### config.mk
export PLATFORM = sky130hd
export DESIGN_NAME = ctrl_fsm_flat
export DESIGN_NICKNAME = d
export VERILOG_FILES = /design/src/rtl/ctrl_pkg.sv /design/src/rtl/ctrl_fsm_if.sv /design/src/rtl/ctrl_wait_timer.sv /design/src/rtl/ctrl_fsm.sv /design/src/flat_wrapper.sv
export SDC_FILE = /design/constraint.sdc
export NUM_CORES = 1
export LEC_CHECK = 0
export ABC_AREA = 1
export BUFFER_PORTS_ARGS = -buffer_cell sky130_fd_sc_hd__buf_4
export CAP_MARGIN = 10
export CELL_PAD_IN_SITES_DETAIL_PLACEMENT = 1
export CELL_PAD_IN_SITES_GLOBAL_PLACEMENT = 2
export CORE_MARGIN = 10
export CORE_UTILIZATION = 31
export DETAILED_ROUTE_END_ITERATION = 6
export MAX_ROUTING_LAYER = met4
export PLACE_DENSITY = 0.83
export SLEW_MARGIN = 20
export SYNTH_ARGS = -nofsm -noshare
export SYNTH_HDL_FRONTEND = slang
export SYNTH_SLANG_ARGS = --single-unit
### constraint.sdc
create_clock -name clk -period 1.48 [get_ports clk]
set_input_delay 0.37 -clock clk [delete_from_list [all_inputs] [get_ports clk]]
set_output_delay 0.37 -clock clk [all_outputs]
set_load 0.05 [all_outputs]
### src/rtl/ctrl_pkg.sv
// Shared types and encodings for the multi-cycle control unit: state enum,
// opcode and ALU function codes.
package ctrl_pkg;

   typedef enum logic [2:0] {
      S_IDLE   = 3'd0,
      S_FETCH  = 3'd1,
      S_DECODE = 3'd2,
      S_EXEC   = 3'd3,
      S_MEM    = 3'd4,
      S_WB     = 3'd5,
      S_HALT   = 3'd6
   } state_t;

   localparam logic [2:0] OP_ADD   = 3'b000;
   localparam logic [2:0] OP_ROTR  = 3'b001;
   localparam logic [2:0] OP_NAND  = 3'b010;
   localparam logic [2:0] OP_LOAD  = 3'b011;
   localparam logic [2:0] OP_STORE = 3'b100;
   localparam logic [2:0] OP_MOVE  = 3'b101;
   localparam logic [2:0] OP_BNE   = 3'b110;
   localparam logic [2:0] OP_SET   = 3'b111;

   localparam logic [2:0] ALU_ADD  = 3'b000;
   localparam logic [2:0] ALU_ROTR = 3'b001;
   localparam logic [2:0] ALU_NAND = 3'b010;
   localparam logic [2:0] ALU_PASS = 3'b111;

endpackage

### src/rtl/ctrl_fsm_if.sv
// Control-to-datapath bundle: opcode and memory ready come in from the
// datapath, decoded strobes go out to it.
interface ctrl_fsm_if #(
   parameter int OPW    = 3,
   parameter int ALUOPW = 3
);
   import ctrl_pkg::*;

   logic [OPW-1:0]    opcode;
   logic              mem_ready;
   logic              ir_load;
   logic              pc_en;
   logic              Branch;
   logic              ALUSrc;
   logic [ALUOPW-1:0] ALUOp;
   logic              mem_req;
   logic              MemWrite;
   logic              MemtoReg;
   logic              RegWrite;

   modport master (
      input  opcode, mem_ready,
      output ir_load, pc_en, Branch, ALUSrc, ALUOp,
             mem_req, MemWrite, MemtoReg, RegWrite
   );

   modport slave (
      output opcode, mem_ready,
      input  ir_load, pc_en, Branch, ALUSrc, ALUOp,
             mem_req, MemWrite, MemtoReg, RegWrite
   );

endinterface

### src/rtl/ctrl_wait_timer.sv
// Bounded wait counter for data-memory accesses; expired_o flags the last
// permitted cycle without mem_ready.
module ctrl_wait_timer
   import ctrl_pkg::*;
#(
   parameter int TIMEOUT = 15
) (
   input  logic clk,
   input  logic rst_n,
   input  logic clear_i,
   input  logic en_i,
   output logic expired_o
);

   localparam int CW = $clog2(TIMEOUT + 1);
   localparam logic [CW-1:0] LAST = CW'(TIMEOUT - 1);

   logic [CW-1:0] cnt_q;
   logic [CW-1:0] cnt_d;

   // Saturates at LAST so a stalled caller never sees the count wrap.
   always_comb begin
      cnt_d = cnt_q;
      if (clear_i) begin
         cnt_d = '0;
      end else if (en_i && (cnt_q != LAST)) begin
         cnt_d = cnt_q + CW'(1);
      end
   end

   always_ff @(posedge clk or negedge rst_n) begin
      if (!rst_n) begin
         cnt_q <= '0;
      end else begin
         cnt_q <= cnt_d;
      end
   end

   assign expired_o = en_i && (cnt_q == LAST);

endmodule

### src/rtl/ctrl_fsm.sv
// Multi-cycle control unit: FETCH/DECODE/EXEC/MEM/WB sequencing with halt and
// memory timeout. Optional perf counters enabled by defining CTRL_PERF_CNT_EN.
module ctrl_fsm
   import ctrl_pkg::*;
#(
   parameter int OPW     = 3,
   parameter int ALUOPW  = 3,
   parameter int TIMEOUT = 15
) (
   input  logic        clk,
   input  logic        rst_n,
   input  logic        start,
   input  logic        halt_req,
   ctrl_fsm_if.master  bus,
   output logic        halted,
   output logic        err
`ifdef CTRL_PERF_CNT_EN
   ,
   output logic [31:0] perf_instr,
   output logic [31:0] perf_cyc
`endif
);

   localparam logic [ALUOPW-1:0] ALU_DFLT = '1;

   function automatic logic is_op(input logic [OPW-1:0] op, input logic [2:0] code);
      return op == OPW'(code);
   endfunction

   function automatic logic [ALUOPW-1:0] alu_of(input logic [OPW-1:0] op);
      if (is_op(op, OP_ADD))  return ALUOPW'(ALU_ADD);
      if (is_op(op, OP_ROTR)) return ALUOPW'(ALU_ROTR);
      if (is_op(op, OP_NAND)) return ALUOPW'(ALU_NAND);
      return ALU_DFLT;
   endfunction

   state_t            state_q;
   logic [OPW-1:0]    op_q;
   logic              ir_load_q;
   logic              pc_en_q;
   logic              branch_q;
   logic              alusrc_q;
   logic [ALUOPW-1:0] aluop_q;
   logic              mem_req_q;
   logic              memwrite_q;
   logic              memtoreg_q;
   logic              regwrite_q;
   logic              halted_q;
   logic              err_q;

   logic tmr_clear;
   logic tmr_en;
   logic tmr_expired;

   assign tmr_clear = (state_q != S_MEM);
   assign tmr_en    = (state_q == S_MEM) && !bus.mem_ready;

   ctrl_wait_timer #(
      .TIMEOUT (TIMEOUT)
   ) u_wait_timer (
      .clk       (clk),
      .rst_n     (rst_n),
      .clear_i   (tmr_clear),
      .en_i      (tmr_en),
      .expired_o (tmr_expired)
   );

   // Outputs are registered alongside the state, so every branch below sets
   // the strobes of the state it is entering. halt_req is looked at on the
   // edge into FETCH so the fetch strobes can be suppressed in that cycle.
   always_ff @(posedge clk or negedge rst_n) begin
      if (!rst_n) begin
         state_q    <= S_IDLE;
         op_q       <= '0;
         ir_load_q  <= 1'b0;
         pc_en_q    <= 1'b0;
         branch_q   <= 1'b0;
         alusrc_q   <= 1'b0;
         aluop_q    <= ALU_DFLT;
         mem_req_q  <= 1'b0;
         memwrite_q <= 1'b0;
         memtoreg_q <= 1'b0;
         regwrite_q <= 1'b0;
         halted_q   <= 1'b0;
         err_q      <= 1'b0;
      end else begin
         ir_load_q  <= 1'b0;
         pc_en_q    <= 1'b0;
         branch_q   <= 1'b0;
         mem_req_q  <= 1'b0;
         memwrite_q <= 1'b0;
         memtoreg_q <= 1'b0;
         regwrite_q <= 1'b0;
         halted_q   <= 1'b0;

         case (state_q)
            S_IDLE: begin
               if (start) begin
                  state_q   <= S_FETCH;
                  ir_load_q <= !halt_req;
                  pc_en_q   <= !halt_req;
               end
            end

            S_FETCH: begin
               if (ir_load_q) begin
                  state_q <= S_DECODE;
               end else if (halt_req) begin
                  state_q  <= S_HALT;
                  halted_q <= 1'b1;
               end else begin
                  ir_load_q <= 1'b1;
                  pc_en_q   <= 1'b1;
               end
            end

            S_DECODE: begin
               state_q  <= S_EXEC;
               op_q     <= bus.opcode;
               aluop_q  <= alu_of(bus.opcode);
               alusrc_q <= is_op(bus.opcode, OP_SET);
               branch_q <= is_op(bus.opcode, OP_BNE);
            end

            S_EXEC: begin
               if (is_op(op_q, OP_LOAD) || is_op(op_q, OP_STORE)) begin
                  state_q    <= S_MEM;
                  mem_req_q  <= 1'b1;
                  memwrite_q <= is_op(op_q, OP_STORE);
               end else if (is_op(op_q, OP_BNE)) begin
                  state_q   <= S_FETCH;
                  ir_load_q <= !halt_req;
                  pc_en_q   <= !halt_req;
                  aluop_q   <= ALU_DFLT;
                  alusrc_q  <= 1'b0;
               end else begin
                  state_q    <= S_WB;
                  regwrite_q <= 1'b1;
               end
            end

            S_MEM: begin
               if (bus.mem_ready) begin
                  if (is_op(op_q, OP_STORE)) begin
                     state_q   <= S_FETCH;
                     ir_load_q <= !halt_req;
                     pc_en_q   <= !halt_req;
                     aluop_q   <= ALU_DFLT;
                     alusrc_q  <= 1'b0;
                  end else begin
                     state_q    <= S_WB;
                     regwrite_q <= 1'b1;
                     memtoreg_q <= 1'b1;
                  end
               end else if (tmr_expired) begin
                  state_q  <= S_HALT;
                  halted_q <= 1'b1;
                  err_q    <= 1'b1;
                  aluop_q  <= ALU_DFLT;
                  alusrc_q <= 1'b0;
               end else begin
                  mem_req_q  <= 1'b1;
                  memwrite_q <= is_op(op_q, OP_STORE);
               end
            end

            S_WB: begin
               state_q   <= S_FETCH;
               ir_load_q <= !halt_req;
               pc_en_q   <= !halt_req;
               aluop_q   <= ALU_DFLT;
               alusrc_q  <= 1'b0;
            end

            S_HALT: begin
               if (start) begin
                  state_q   <= S_FETCH;
                  ir_load_q <= !halt_req;
                  pc_en_q   <= !halt_req;
                  err_q     <= 1'b0;
               end else begin
                  halted_q <= 1'b1;
               end
            end

            default: begin
               state_q  <= S_IDLE;
               aluop_q  <= ALU_DFLT;
               alusrc_q <= 1'b0;
            end
         endcase
      end
   end

   assign bus.ir_load  = ir_load_q;
   assign bus.pc_en    = pc_en_q;
   assign bus.Branch   = branch_q;
   assign bus.ALUSrc   = alusrc_q;
   assign bus.ALUOp    = aluop_q;
   assign bus.mem_req  = mem_req_q;
   assign bus.MemWrite = memwrite_q;
   assign bus.MemtoReg = memtoreg_q;
   assign bus.RegWrite = regwrite_q;
   assign halted       = halted_q;
   assign err          = err_q;

`ifdef CTRL_PERF_CNT_EN
   logic [31:0] perf_instr_q;
   logic [31:0] perf_cyc_q;
   logic        retire;

   // A retiring cycle is the last cycle of an instruction.
   assign retire = (state_q == S_WB)
                || ((state_q == S_EXEC) && is_op(op_q, OP_BNE))
                || ((state_q == S_MEM) && bus.mem_ready && is_op(op_q, OP_STORE));

   always_ff @(posedge clk or negedge rst_n) begin
      if (!rst_n) begin
         perf_instr_q <= '0;
         perf_cyc_q   <= '0;
      end else begin
         if ((state_q != S_IDLE) && (state_q != S_HALT)) begin
            perf_cyc_q <= perf_cyc_q + 32'd1;
         end
         if (retire) begin
            perf_instr_q <= perf_instr_q + 32'd1;
         end
      end
   end

   assign perf_instr = perf_instr_q;
   assign perf_cyc   = perf_cyc_q;
`endif

endmodule

### src/flat_wrapper.sv
// flat-port wrapper written by rule: the top's interface ports become plain ports
module ctrl_fsm_flat import ctrl_pkg::*;
#(
   parameter int OPW     = 3,
   parameter int ALUOPW  = 3,
   parameter int TIMEOUT = 15
)
  (clk, rst_n, start, halt_req, halted, err, bus_opcode, bus_mem_ready, bus_ir_load, bus_pc_en, bus_Branch, bus_ALUSrc, bus_ALUOp, bus_mem_req, bus_MemWrite, bus_MemtoReg, bus_RegWrite);
  ctrl_fsm_if #(.OPW(OPW), .ALUOPW(ALUOPW)) bus_i ();
  input  logic clk;
  input  logic rst_n;
  input  logic start;
  input  logic halt_req;
  output logic halted;
  output logic err;
  input wire logic [$bits(bus_i.opcode)-1:0] bus_opcode;
  input wire logic [$bits(bus_i.mem_ready)-1:0] bus_mem_ready;
  output wire logic [$bits(bus_i.ir_load)-1:0] bus_ir_load;
  output wire logic [$bits(bus_i.pc_en)-1:0] bus_pc_en;
  output wire logic [$bits(bus_i.Branch)-1:0] bus_Branch;
  output wire logic [$bits(bus_i.ALUSrc)-1:0] bus_ALUSrc;
  output wire logic [$bits(bus_i.ALUOp)-1:0] bus_ALUOp;
  output wire logic [$bits(bus_i.mem_req)-1:0] bus_mem_req;
  output wire logic [$bits(bus_i.MemWrite)-1:0] bus_MemWrite;
  output wire logic [$bits(bus_i.MemtoReg)-1:0] bus_MemtoReg;
  output wire logic [$bits(bus_i.RegWrite)-1:0] bus_RegWrite;
  assign bus_i.opcode = bus_opcode;
  assign bus_i.mem_ready = bus_mem_ready;
  assign bus_ir_load = bus_i.ir_load;
  assign bus_pc_en = bus_i.pc_en;
  assign bus_Branch = bus_i.Branch;
  assign bus_ALUSrc = bus_i.ALUSrc;
  assign bus_ALUOp = bus_i.ALUOp;
  assign bus_mem_req = bus_i.mem_req;
  assign bus_MemWrite = bus_i.MemWrite;
  assign bus_MemtoReg = bus_i.MemtoReg;
  assign bus_RegWrite = bus_i.RegWrite;
  ctrl_fsm #(.OPW(OPW), .ALUOPW(ALUOPW), .TIMEOUT(TIMEOUT)) u_core (.clk(clk), .rst_n(rst_n), .start(start), .halt_req(halt_req), .bus(bus_i), .halted(halted), .err(err));
endmodule
-- Yosys cells after proc, flatten, opt, wreduce, memory -nomap -nowiden
Index checks and enable logic that the tools add are counted.
Widths: inputs -> output; s select.
- memories kept: 0
- latch bits: 0
- bits of input ports: 8
- memory bits (writable): 0
- word-level logic and storage cells: 126
- memory bits (read-only): 0
- register bits after elaboration: 22
- eq/ne operators: 25
- add/sub/neg operators: 1
- multipliers: 0
- mux-type cells: 71
- reduce and logical (&&, ||, !) cells: 15
- div/mod/pow operators: 0
- bitwise gates (word level): 1
- shift-type cells: 0
- magnitude comparators: 0
- operator list (cell ; number):
    $mux 3 ; 19
    $mux 1 ; 41
    $eq 3x3->1 const B ; 7
    $pmux 3 s6 ; 1
    $eq 3x2->1 const B ; 4
    $pmux 3 s4 ; 1
    $mux 4 ; 2
    $pmux 1 s2 ; 4
    $eq 3x1->1 const B ; 2
    $logic_not 3->1 ; 2
    $ne 2x1->1 const B ; 3
    $ne 2x2->1 const B ; 3
    $ne 3x2->1 const B ; 2
    $ne 3x3->1 const B ; 2
    $pmux 1 s5 ; 1
    $reduce_and 5->1 ; 1
    $add 4x1->4 const B ; 1
    $eq 4x4->1 const B ; 1
    $ne 4x4->1 const B ; 1
    $pmux 1 s4 ; 1
    $reduce_and 4->1 ; 1
    $reduce_bool 2->1 ; 2
    $logic_and 1x1->1 ; 3
    $pmux 1 s3 ; 1
    6 further kinds ; 7

-- Logic depth before layout (Yosys ltp)
- depth after elaboration: 12
- mapped depth: 9
- depth with buffers taken out: 9

-- Cells and area by module
Synthesis repeated with hierarchy kept, for this count alone.
- cell total of the unflattened synthesis: 161
- area, all modules: 1265.0 µm²
- modules (own cells, without submodules) (module ; cells an instance ; area each (µm²) ; instances ; sequential area each (µm²)):
    ctrl_fsm ; 128 ; 1012.2 ; 1 ; 454.2
    ctrl_wait_timer ; 33 ; 252.7 ; 1 ; 100.1

-- Worst setup path before layout
OpenSTA, ideal clock, no wires.
- path type: reg2reg
- start point: register u_core.u_wait_timer.cnt_q[0]
- end point: register u_core.alusrc_q (netlist: u_core.bus.ALUSrc)
- slack: 0.126 ns
- data arrival time: 1.235 ns
- cell stages (with the launch flop): 10
- cells stage by stage: dfrtp_1 > inv_1 > ha_1 > nand3_1 > inv_1 > nor2_4 > nor2_2 > nand2_2 > nand2_1 > nand2_1
- longest elaborated chain between the ends: 4
- RTL lines (item ; RTL line ; source):
    from (decl) ; ctrl_wait_timer.sv:18 ; logic [CW-1:0] cnt_q;
    from (signal assigned) ; ctrl_wait_timer.sv:35 ; cnt_q <= cnt_d;
    $eq 4x4->1 ; ctrl_wait_timer.sv:39 ; assign expired_o = en_i && (cnt_q == LAST);
    $logic_and 1x1->1 ; ctrl_wait_timer.sv:39 ;
    $ne 3x2->1 (no source line) ; n/a ;
    $reduce_and 5->1 (no source line) ; n/a ;
    to (signal assigned) ; ctrl_fsm.sv:121 ; alusrc_q <= is_op(bus.opcode, OP_SET);
    to (decl) ; ctrl_fsm.sv:42 ; logic alusrc_q;
No other way between the ends.
A chain may end at the register's enable or synchronous reset.

-- Worst setup path after layout
- start point: register u_core.state_q[1]
- end point: register u_core.state_q[1]
- longest elaborated chain between the ends: 5
- RTL lines (item ; RTL line ; source):
    from (decl) ; ctrl_fsm.sv:37 ; state_t state_q;
    from (signal assigned) ; ctrl_fsm.sv:73 ; state_q <= S_IDLE;
    from (signal assigned) ; ctrl_fsm.sv:99 ; state_q <= S_FETCH;
    from (signal assigned) ; ctrl_fsm.sv:107 ; state_q <= S_DECODE;
    $eq 3x3->1 ; ctrl_fsm.sv:56, ctrl_fsm.sv:96 ;
    $logic_and 1x1->1 ; ctrl_fsm.sv:56 ; assign tmr_en = (state_q == S_MEM) && !bus.mem_ready;
    $logic_and 1x1->1 ; ctrl_wait_timer.sv:39 ;
    $ne 3x2->1 (no source line) ; n/a ;
    $reduce_and 3->1 (no source line) ; n/a ;
Several ways; a longest one is shown, not always the timed one.

==> reports/metrics.cfg <==
[run_status]
outcome = finished, final reports clean

[global_route]
grt_antenna_before_repair = 0
grtUsageTotal_pct = 11.0
overflow = 0
grt_max_degree = 23
first_global_vias = 1199
grt_pass1_wl_um = 5620

[place]
port_buffers = 20
place_ws_ps = 17.2
placedCellCount = 217
gp_congestion = 0.861
hpwl_um = 2660

[sta]
setup_violations = 0
worst_slack_ps = 90.1
worst_pin_slew_ps = 296
max_clock_freq_ghz = 0.719
fin_setup_tns_ps = 0
min_period_over_period_pct = 93.9
skew_ps = 2.06
slew_headroom_pct = 80.3
min_period_ps = 1390
final_hold_viol_count = 0
final_max_slew_viol_count = 0

[final_layout]
drive_above_1_share_pct = 33.0
fin_util_pct = 41.9
num-fill-cells = 464
area_growth_pct = 30.5
fin_nets = 187
layout.cells.non_filler = 224
n_antenna_cell = 0

[clock_tree]
clk_pin_slew_worst_paths_ps = 80
cts_sinks = 22
clockRootBuffer = clkbuf_8
ctsHtreeMaxLevel = 1
cts_buffers = 3
cts_tree = done
cts_buffer_depth = 2
insertion_delay_ps = 270

[yosys]
synth_fp_nets = 157
synth_area_leaders = dfrtp_1 40%, nand2_1 11%, nand3_1 9.3%, dfstp_2 6.7%, inv_1 4.4%
synth_cell_types = 24
synth_top_area_share_pct = 40.2
synth_area_um2 = 1180
yosysTopAreaCell = dfrtp_1
syn_area_per_cell_um2 = 8.05
netlist_instances = 147
synth-seq-area-share_pct = 46.8
yosysWarnings = 0
ys_ff_latch = 22

[die]
start_util_pct = 32.1
io_pins = 21
die_height_um = 81.8
die_w_um = 81.8
coreArea_um2 = 3690
rows = 22
dieArea_um2 = 6690

[detailed_routing]
drc = 0
drt-initial-drc-count = 34
num_vias = 1104
drtAntennaViolNets = 0
viasPerCell = 4.93
wl_per_cell_um = 15.0
finalWirelength_um = 3360
first_pass_iters = 4

[setup_path]
rr_startpoint = u_core.state_q[1]$_DFFE_PN0P_
crit_path_end_kind = register
crit_path_start_kind = register
worstPathArrival_ps = 1550
cp_max_fo = 8
worstSetupPathType = register to register
cp.required_ps = 1640
setup.worst_path.start = u_core.state_q[1]$_DFFE_PN0P_

[worst_hold_path]
hold_path_class = primary input to register
holdCritStartpoint = bus_opcode[0]

[flow_run]
maxCapViolations = 0

[pwr]
p_leak_nw = 0.774
total_power_mw = 3.25
ir_worst_vdd_mv = 0.746
power_density_nw_per_um2 = 2110

-- metrics by stage --
stage,area (um2),hold WS [ps]
after floorplan,1180,74.4
after global placement,1410,286
after detailed placement,1410,286
after CTS,1500,261
after global routing,1550,267
final,1550,264
-- report_power, final --
part	leakage, nW	internal, mW	switching, mW
sequential	0.281	0.817	0.212
clock	0.0357	0.362	0.214
combinational	0.456	0.539	1.11
total	0.774	1.72	1.54
-- placed cells by master, fill, tap and decap left out, types with 4 or more instances in the layout --
cell type  synthesis  layout
nand4_1            7       7
nand3_2            2       4
nand2_1           35      34
inv_1             14      12
o21ai_0            8       8
nand3_1           22      19
nor2_4             1       4
dfrtp_1           19      16
nor2_1            13      13
buf_4              2      27
-- logic make-up after synthesis --
logic type / Yosys count / share of synthesized area [%]
AO/OA/AOI/OAI: 14 / 6.66
adder cells (fa/ha/maj): 2 / 2.11
buffers and inverters: 19 / 7.50
AND/OR/NAND/NOR: 90 / 36.9
flip-flops: 22 / 46.8
-- critical path: stages (launching register included) --
cell     delay (ps)
dfrtp_2         510
nor2_4          170
nand3_4         110
nor2_4          250
nor2_2          100
nand2_1          90
nand2_1          50
-- what timing repair did --
| item | in CTS | in global routing |
|---|---|---|
| hold buffers | 1 | 0 |
| resized for setup | 3 | 10 |
| setup buffers | 0 | 2 |
| pin swaps | 0 | 2 |
| hold endpoints to repair | 19 | 0 |
| gates cloned | 0 | 0 |
| setup endpoints to repair | 5 | 13 |
-- layer usage --
metal  up-vias  share of wire, %  GRT usage [%]
met5         -                 0              -
met4         0               1.3           3.57
met3         5               3.1           1.97
met2        15                54           19.8
met1       543                42           12.0
li1        541                 -              -
-- layout make-up --
class | count | area [um2] | share of cell area [%]
Clock buffer | 3 | 41.3 | 2.67
Clock inverter | 1 | 30.0 | 1.94
Inverter | 16 | 62.6 | 4.05
Multi-Input combinational cell | 106 | 581 | 37.6
Sequential cell | 22 | 558 | 36.1
Tap cell | 48 | 60.1 | 3.89
Timing Repair Buffer | 28 | 213 | 13.8
-- synthesized netlist by cell type --
| cell type | count |
|---|---|
| nand4_1 | 7 |
| buf_6 | 1 |
| nor2_1 | 13 |
| dfrtp_1 | 19 |
| dfstp_2 | 3 |
| nand3_1 | 22 |
| o221ai_1 | 1 |
| nand3_2 | 2 |
| nor3_1 | 1 |
| nand2_2 | 2 |
| o21ai_1 | 1 |
| o21ai_0 | 8 |
| nor2_4 | 1 |
| inv_2 | 1 |
| a31o_2 | 1 |
| buf_4 | 2 |
| ha_1 | 2 |
| a21oi_1 | 2 |
| inv_1 | 14 |
| nor3_4 | 1 |
| nand2_1 | 35 |
| nor2_2 | 6 |
| inv_4 | 1 |
| a31oi_1 | 1 |
-- state kept, by name, summed over array words and instances, names as in the netlist --
name and count:
u_core.u_wait_timer.cnt_q 4, u_core.bus.ALUOp 3, u_core.bus.MemWrite 1, u_core.halted 1, u_core.bus.MemtoReg 1, u_core.bus.RegWrite 1, u_core.bus.ALUSrc 1, u_core.op_q 3
u_core.bus.ir_load 1, u_core.err 1, u_core.state_q 3, u_core.bus.mem_req 1, u_core.bus.Branch 1
-- worst paths after layout --
check,to,slack [ps],depth (start not counted)
setup / recovery,u_core.state_q[1]$_DFFE_PN0P_,90,6
hold / removal,u_core.bus.Branch$_DFF_PN0_,260,2
setup reg to reg,u_core.state_q[1]$_DFFE_PN0P_,90,6
hold reg to reg,u_core.bus.ALUOp[1]$_DFFE_PN1P_,470,2
max in group asynchronous,u_core.bus.ALUOp[1]$_DFFE_PN1P_,670,2
min in group asynchronous,u_core.bus.ir_load$_DFF_PN0_,520,2
(Power assumes the default switching activity.)
